===== config.mk =====
export PLATFORM = sky130hd
export DESIGN_NAME = coin_pulse_conditioner
export DESIGN_NICKNAME = d
export VERILOG_FILES = /design/src/rtl/coin_pulse_conditioner.sv
export SDC_FILE = /design/constraint.sdc
export NUM_CORES = 1
export LEC_CHECK = 0
export BUFFER_PORTS_ARGS = -buffer_cell sky130_fd_sc_hd__buf_4
export CELL_PAD_IN_SITES_DETAIL_PLACEMENT = 2
export CELL_PAD_IN_SITES_GLOBAL_PLACEMENT = 2
export CORE_ASPECT_RATIO = 0.8
export CORE_MARGIN = 5
export CORE_UTILIZATION = 38
export CTS_CLUSTER_DIAMETER = 50
export DETAILED_ROUTE_END_ITERATION = 8
export GPL_TIMING_DRIVEN = 0
export PLACE_DENSITY = 0.87
export SETUP_SLACK_MARGIN = 0.1
export SYNTH_ARGS = -nofsm -noshare
export SYNTH_HDL_FRONTEND = slang
export SYNTH_SLANG_ARGS = --single-unit
export TNS_END_PERCENT = 30

===== constraint.sdc =====
create_clock -name clk -period 2.5 [get_ports clk]
set_input_delay 0.25 -clock clk [delete_from_list [all_inputs] [get_ports clk]]
set_output_delay 0.25 -clock clk [all_outputs]
set_load 0.02 [all_outputs]

===== src/rtl/coin_pulse_conditioner.sv =====
// coin_pulse_conditioner
// Turns raw, asynchronous, bouncy coin-sensor levels into clean one-cycle
// five_rup / ten_rup pulses for the vending FSMs. It also serialises coins that
// arrive close together, rejects coins when vending is disabled or a coin of
// the same value is still waiting, and keeps running accepted/rejected tallies.
// Channel index 0 is the 5-rupee sensor and index 1 is the 10-rupee sensor.

module coin_pulse_conditioner #(
   parameter int unsigned DEBOUNCE_CYCLES = 4,
   parameter int unsigned GAP_CYCLES      = 1
) (
   input  logic        clk,
   input  logic        rst,
   input  logic        coin5_raw,
   input  logic        coin10_raw,
   input  logic        coin_enable,
   output logic        five_rup,
   output logic        ten_rup,
   output logic        coin_reject,
   output logic [15:0] accepted_total,
   output logic [7:0]  rejected_count
);

   localparam int unsigned NCH   = 2;
   localparam int unsigned DBW   = 8;
   localparam int unsigned GW    = 4;
   localparam int unsigned TOTW  = 16;
   localparam int unsigned RCW   = 8;

   typedef enum logic {
      S_IDLE = 1'b0,
      S_GAP  = 1'b1
   } state_t;

   // synchroniser and debounce state
   logic [NCH-1:0] r_sync1;
   logic [NCH-1:0] r_sync2;
   logic [NCH-1:0] r_deb;
   logic [NCH-1:0] r_deb_q;
   logic [DBW-1:0] r_db_cnt [NCH];

   // coin bookkeeping
   logic [NCH-1:0] r_pend;
   state_t         r_state;
   logic [GW-1:0]  r_gap_cnt;

   // registered outputs
   logic           r_five;
   logic           r_ten;
   logic           r_reject;
   logic [TOTW-1:0] r_total;
   logic [RCW-1:0]  r_rej_cnt;

   // combinational helpers
   logic [NCH-1:0] w_rise;
   logic [NCH-1:0] w_issue;
   logic [NCH-1:0] w_pend_kept;
   logic [NCH-1:0] w_acc;
   logic [NCH-1:0] w_rej;
   logic [NCH-1:0] w_pend_nxt;
   logic [1:0]     w_rej_n;
   state_t         w_state_nxt;
   logic [GW-1:0]  w_gap_nxt;
   logic           w_issue5;
   logic           w_issue10;
   logic [RCW:0]   w_rej_sum;

   // two-flop synchroniser per raw sensor input
   always_ff @(posedge clk or posedge rst) begin
      if (rst) begin
         r_sync1 <= '0;
         r_sync2 <= '0;
      end else begin
         r_sync1 <= {coin10_raw, coin5_raw};
         r_sync2 <= r_sync1;
      end
   end

   // debounce: accept a new level only after it has differed for DEBOUNCE_CYCLES cycles
   always_ff @(posedge clk or posedge rst) begin
      if (rst) begin
         r_deb   <= '0;
         r_deb_q <= '0;
         for (int c = 0; c < int'(NCH); c++) begin
            r_db_cnt[c] <= '0;
         end
      end else begin
         r_deb_q <= r_deb;
         for (int c = 0; c < int'(NCH); c++) begin
            if (r_sync2[c] == r_deb[c]) begin
               r_db_cnt[c] <= '0;
            end else if (r_db_cnt[c] == DBW'(DEBOUNCE_CYCLES - 1)) begin
               r_deb[c]    <= r_sync2[c];
               r_db_cnt[c] <= '0;
            end else begin
               r_db_cnt[c] <= r_db_cnt[c] + DBW'(1);
            end
         end
      end
   end

   // a coin is the rising edge of the debounced level; falling edges are ignored
   always_comb begin
      w_rise = r_deb & ~r_deb_q;
   end

   // scheduler state register: IDLE may issue, GAP enforces idle spacing
   always_ff @(posedge clk or posedge rst) begin
      if (rst) begin
         r_state   <= S_IDLE;
         r_gap_cnt <= '0;
      end else begin
         r_state   <= w_state_nxt;
         r_gap_cnt <= w_gap_nxt;
      end
   end

   // scheduler next state: one pulse per eligible cycle, five wins over ten
   always_comb begin
      w_state_nxt = r_state;
      w_gap_nxt   = r_gap_cnt;
      w_issue5    = 1'b0;
      w_issue10   = 1'b0;
      case (r_state)
         S_IDLE: begin
            if (r_pend[0]) begin
               w_issue5 = 1'b1;
            end else if (r_pend[1]) begin
               w_issue10 = 1'b1;
            end
            if ((r_pend != '0) && (GAP_CYCLES != 0)) begin
               w_state_nxt = S_GAP;
               w_gap_nxt   = GW'(GAP_CYCLES);
            end
         end
         S_GAP: begin
            if (r_gap_cnt <= GW'(1)) begin
               w_state_nxt = S_IDLE;
               w_gap_nxt   = '0;
            end else begin
               w_gap_nxt = r_gap_cnt - GW'(1);
            end
         end
         default: begin
            w_state_nxt = S_IDLE;
            w_gap_nxt   = '0;
         end
      endcase
   end

   // accept/reject decision; a flag being issued this cycle can take a new coin
   always_comb begin
      w_issue     = {w_issue10, w_issue5};
      w_pend_kept = r_pend & ~w_issue;
      w_acc       = w_rise & ~w_pend_kept & {NCH{coin_enable}};
      w_rej       = w_rise & ~w_acc;
      w_pend_nxt  = w_pend_kept | w_acc;
      w_rej_n     = 2'({1'b0, w_rej[0]}) + 2'({1'b0, w_rej[1]});
      w_rej_sum   = {1'b0, r_rej_cnt} + (RCW+1)'(w_rej_n);
   end

   // pending flags: one outstanding coin per channel
   always_ff @(posedge clk or posedge rst) begin
      if (rst) begin
         r_pend <= '0;
      end else begin
         r_pend <= w_pend_nxt;
      end
   end

   // output pulses and running tallies, all updated on the pulse edge
   always_ff @(posedge clk or posedge rst) begin
      if (rst) begin
         r_five    <= 1'b0;
         r_ten     <= 1'b0;
         r_reject  <= 1'b0;
         r_total   <= '0;
         r_rej_cnt <= '0;
      end else begin
         r_five   <= w_issue5;
         r_ten    <= w_issue10;
         r_reject <= |w_rej;
         if (w_issue5) begin
            r_total <= r_total + TOTW'(5);
         end else if (w_issue10) begin
            r_total <= r_total + TOTW'(10);
         end
         if (w_rej_sum > (RCW+1)'(255)) begin
            r_rej_cnt <= RCW'(255);
         end else begin
            r_rej_cnt <= w_rej_sum[RCW-1:0];
         end
      end
   end

   assign five_rup       = r_five;
   assign ten_rup        = r_ten;
   assign coin_reject    = r_reject;
   assign accepted_total = r_total;
   assign rejected_count = r_rej_cnt;

endmodule


# --- After elaboration in Yosys (flattened, before gate mapping) ---
# Cells that the tools add are included.
classes:
  addsub: 7
  order_cmp: 2
  bitwise: 13
  n_reduce_logical: 5
  n_eq_ne: 5
  muxes: 18
op_table:
  columns: ["cell", "count"]
  rows:
  - ["two-way mux 8 bit", 5]
  - ["two-way mux 16 bit", 2]
  - ["adder 16 x 3 -> 16 bit, second input constant", 1]
  - ["adder 16 x 4 -> 16 bit, second input constant", 1]
  - ["adder 8 x 1 -> 8 bit, second input constant", 2]
  - ["== test 8 x 2 -> 1 bit, second input constant", 2]
  - ["AND 2 bit", 5]
  - ["adder 8 x 2 -> 9 bit", 1]
  - ["> comparator 9 x 8 -> 1 bit, second input constant", 1]
  - ["two-way mux 4 bit", 2]
  - ["inverter 2 bit", 4]
  - ["case mux 4 bit (2 select lines)", 1]
  - ["two-way mux 1 bit", 7]
  - ["<= comparator 4 x 1 -> 1 bit, second input constant", 1]
  - ["AND reduction 2 bit", 2]
  - ["nonzero test 2 bit", 2]
  - ["subtractor 4 x 1 -> 4 bit, second input constant", 1]
  - ["inverter 1 bit", 3]
  - ["adder 1 x 1 -> 2 bit", 1]
  - ["== test 1 bit", 2]
  - ["!= test 2 bit, second input constant", 1]
  - ["OR 2 bit", 1]
  - ["case mux 1 bit (2 select lines)", 1]
  - ["OR reduction 2 bit", 1]
word_totals:
  inputBits: 5
  regBits: 58
  out_inout_bits: 27
  elab_cells: 65

# --- Longest topological paths before layout ---
logic_depth:
  depth_word: 14
  ltp_mapped: 11
  mapped_depth_nobuf: 9

# --- Worst setup path after synthesis ---
# Ideal clock, no wire load.
synth_path:
  path_kind: "register to register"
  start: "register r_pend[0]"
  end: "register r_rej_cnt[4], in the netlist rejected_count[4]"
  required_time_ns: 2.368
  setup_ns: 0.132
  path_stages_with_launch: 12
  period_less_slack_ns: 2.283
  n_path_buf: 2
  arrival_ns: 2.151
  path_slack_ns: 0.217
  cell_sequence: "dfrtp_1 -> clkbuf_1 -> nand2_1 -> nand2_1 -> nand3b_1 -> fa_1 -> inv_1 -> ha_1 -> clkbuf_1 -> nand3_1 -> a31oi_1 -> mux2i_1"
synth_between:
  elab_chain_cells: 13
  elab_cells_between_ends: 15
  cone_classes: "2 x add/sub; 1 x order compare; 5 x mux; 7 x bitwise"
synth_rtl:
  columns: ["item", "line_no", "rtl"]
  rows:
  - ["start: declaration", "43", "logic [NCH-1:0] r_pend;"]
  - ["start signal: assignment", "167", "r_pend <= w_pend_nxt;"]
  - ["two-way mux 1 bit", "126", "if (r_pend[0]) begin"]
  - ["two-way mux 1 bit", "124", "case (r_state)"]
  - ["inverter 2 bit", "154", "w_pend_kept = r_pend & ~w_issue;"]
  - ["AND 2 bit (*)", "154", null]
  - ["inverter 2 bit (*)", "155", "w_acc = w_rise & ~w_pend_kept & {NCH{coin_enable}};"]
  - ["AND 2 bit (*) (2 in a row)", "155", null]
  - ["inverter 2 bit (*)", "156", "w_rej = w_rise & ~w_acc;"]
  - ["AND 2 bit (*)", "156", null]
  - ["adder 1 x 1 -> 2 bit (*)", "158", "w_rej_n = 2'({1'b0, w_rej[0]}) + 2'({1'b0, w_rej[1]});"]
  - ["adder 8 x 2 -> 9 bit (*)", "159", "w_rej_sum = {1'b0, r_rej_cnt} + (RCW+1)'(w_rej_n);"]
  - ["> comparator 9 x 8 -> 1 bit", "188", "if (w_rej_sum > (RCW+1)'(255)) begin"]
  - ["two-way mux 8 bit (*)", "188", null]
  - ["end signal: assignment", "191", "r_rej_cnt <= w_rej_sum[RCW-1:0];"]
  - ["end: declaration", "52", "logic [RCW-1:0] r_rej_cnt;"]
# Every way passes the cells marked *; elsewhere a longest branch is shown, timed or not.
# A chain may end at the register's enable or synchronous reset.

# --- Worst setup path in the final report ---
# Ends and elaborated chain as after synthesis.

==> metrics.md <==
| Metric | Value |
|---|---|
| Status | finished, final reports clean |
| Worst-path fanout max | 10 |
| 1st-pass router iterations | 3 |
| Global-route wire length before repair | roughly 11000 microns |
| Top-area cell type share of the netlist area | 54.7% |
| Skew final | approximately 6 ps |
| Switching share of power | approximately two fifths |
| Hold_ws | 156 ps |
| Die width | 103 microns |
| Vias post-DR | roughly 2000 |
| Max Transition Viols Final | 0 |
| Clock Tree Root | clkbuf_8 |
| Wire length per cell | 16.8 microns |
| Initial antenna violation count | 0 |
| # clock sinks | a little under 60 |
| Setup violators final | 0 |
| Vias per cell | between 5 and 6 |
| Post-route design area | 0.00324 sq mm |
| Mapped Nets | between 200 and 300 |
| Synth area leaders | dfrtp_1 55%, xor2_1 6.6%, ha_1 3.8% |
| Worst R2R End | rejected_count[4] |
| Register area share after synthesis | between 50 and 60% |
| PortBufs | 31 |
| DRC violations left | 0 |
| Power per Cell Area | 1110 mW/mm^2 |
| Multi-input logic area | ~0.0011 sq mm |
| Critical R2R Launch | r_pend[0] |
| Final HPWL DP | around 4500 microns |
| Mapped Area | between 0.002 and 0.003 sq mm |
| GPL Wtd Cong | around 0.73 |
| R2R Setup Slk | between 200 and 300 ps |
| Final ANT Viol Nets | 0 |
| Placed cell count | between 300 and 400 |
| Yosys top cell by area | dfrtp_1 |
| Max-Slew Margin vs Limit | between 40% and 50% |
| I/O pin cnt | 32 |
| CTS tree | built |
| Nets@finish | 303 |
| RSZ-0062 raised after global routing | false |
| Startpoint types | flip-flop |
| Antenna diodes | 0 |
| Synth-to-Final Area Change | 22.0% |
| Core Region | between 0.006 and 0.007 sq mm |
| Reg2Reg Depth | 11 |
| CTS clk-pin slew, worst paths | 60 ps |
| Die ar. | just under 0.009 sq mm |
| Worst skew pair latency | between 300 and 400 ps |
| VDD IR max | 0.000429 V |
| Switch Pwr | approximately 1.4 mW |
| Row Count | 27 |
| Cell Int Power | about 2.2 mW |
| Seq pwr share | between 40% and 50% |
| Required @ worst endpoint | approximately 2700 ps |
| Worst min-delay path class | in -> reg |
| Count leader, synth | dfrtp_1 |
| Slew at the pin closest to its max-slew limit | ~760 ps |
| Ys flop type | dfrtp_1 |
| Crit path kind | reg -> reg |
| Pre-CTS setup slack | -216 ps |
| Post-synth ARST share | 100% |
| Tot Pwr | between 3 and 4 mW |
| Max cap viols | 0 |
| Overall Global Routing Usage | about 16% |
| Non-filler cells, final | 381 |
| EDFF count, synth | 0 |
| Vias in the first global route | 2204 |
| Initial Util | between 30% and 40% |
| Yosys warns | 0 |
| CTS Buffer Depth | 2 |
| Period utilisation layout | slightly below 90% |
| Reg area | ~0.0015 sq mm |
| CP arrival | around 2400 ps |
| Final min period | roughly 2200 ps |
| Critical path endpoint | rejected_count[4] |
| Library cells used by synthesis | 40 |
| CTS Buf Count | 9 |
| Max Clk Rate | approximately 450 MHz |
| PnR worst setup slack | approximately 290 ps |
| 1st-iter DRT viols | 27 |
| Mapped Cells | 240 |
| Routed WL | ~6400 microns |
| Placed Area | 0.00301 sq mm |
| Flop and latch count out of synthesis | between 50 and 60 |
| Leakage | around 1.6 nW |
| Count of final hold-check violations | 0 |
| FILL cells | between 700 and 800 |
| Mapped Avg Cell Area | around 11 sq um |
| Total congestion overflow | 0 |
| Top cells by count, synth | 58 x dfrtp_1, 22 x nand2_1, 21 x nor2_1 |
| Worst setup path start | r_pend[0] |
| Layout cells sized above 1 | a little over a fifth |
| Pin count of the biggest net entering global routing | 35 |
| H-Tree Depth | 3 |
| Clock power frac | 20.5% |
| Part of the power in combinational logic | between 30% and 40% |
| Post-Route Setup TNS | 0 ps |
| Final Util | a little under half |
| Chip Height | between 80 and 90 microns |
| CP Capture Type | flip-flop |
==> power groups by stage <==
stage	clock, mW	sequential, mW	combinational, mW
final	0.736	1.48	1.39
after global routing	0.820	1.52	1.56
after CTS	0.772	1.49	1.37
after detailed placement	0	1.50	1.35
after global placement	0	1.47	1.27
after floorplan	0	1.58	0.752
==> timing repair <==
item	4_1_cts	5_1_grt
buffers inserted	0	3
gates resized for setup	3	2
pin swaps	0	0
hold endpoints to repair	25	1
setup endpoints to repair	8	8
cloned	0	0
hold buffers	2	1
==> routing by layer <==
layer	up-vias	track usage [%]	share of wire, %
met4	0	5.29	1.3
met2	39	26.3	49
met5	-	0	0
met3	7	6.40	5.0
met1	1015	19.8	44
li1	930	-	-
==> sequential cells by signal, indices dropped and copies added (netlist names) <==
name,count
r_gap_cnt,4
coin_reject,1
r_sync2,2
r_deb_q,2
r_state,1
r_deb,2
r_db_cnt,16
rejected_count,8
r_pend,2
ten_rup,1
r_sync1,2
five_rup,1
accepted_total,16
==> kinds of logic (layout without fill, tap and decap cells) <==
logic type,count (synthesis),after routing,synth area share (%)
and+or+nand+nor,100,100,20.0
DFF,58,58,54.7
xor gates and xnor gates,29,29,9.58
AOI/OAI and AO/OA,25,25,7.26
buffers and inverters,15,69,2.26
adders and majority gates,9,9,4.53
muxes,4,4,1.65
==> worst min-delay path by stage <==
stage | start | endpoint | cells after the start
6_report | coin_enable | r_pend[1] | 3
3_5_place_dp | rst | r_db_cnt[13] | 2
3_3_place_gp | r_sync1[1] | r_sync2[1] | 0
2_1_floorplan | coin5_raw | r_sync1[0] | 0
5_1_grt | coin_enable | r_pend[1] | 3
4_1_cts | coin10_raw | r_sync1[1] | 1
==> area by class of cell <==
class / count / share of cell area (%)
plain buffers: 5 / 0.850
clock buffers: 13 / 4.60
inverters: 10 / 1.16
repair buffers: 38 / 9.43
clock inverters: 3 / 0.464
well taps: 87 / 3.36
multi-input cells: 167 / 35.3
flip-flops and latches: 58 / 44.9
==> placed cells by master (no fill, tap or decap), drive strengths merged, types with 2 or more instances in the layout <==
cell | Yosys | routed
and4 | 4 | 4
o22ai | 3 | 3
nor3 | 8 | 8
nor2b | 4 | 4
and3 | 6 | 6
inv | 10 | 10
xor2 | 20 | 20
xnor2 | 9 | 9
nand2b | 4 | 4
a22oi | 2 | 2
nor2 | 21 | 21
buf | 1 | 36
dfrtp | 58 | 58
clkinv | 0 | 3
dlygate4sd3 | 0 | 3
a21oi | 6 | 6
o21ai | 5 | 5
nand4 | 7 | 7
nand3 | 14 | 14
nand2 | 22 | 22
mux2 | 3 | 3
and2 | 2 | 2
a31oi | 3 | 3
o2bb2ai | 2 | 2
nand3b | 2 | 2
clkbuf | 4 | 17
nor3b | 2 | 2
nor4 | 2 | 2
ha | 8 | 8
==> critical path, stage by stage, from the launching register on <==
cell and delay, ps:
dfrtp_2 390, clkbuf_4 200, nand2_1 90, nand2_1 70, nand3b_1 130, fa_1 440
inv_1 70, ha_1 140, clkbuf_2 190, nand3_1 110, a31oi_1 160, mux2i_1 90
Note: power is estimated with default switching activity, not from simulation.
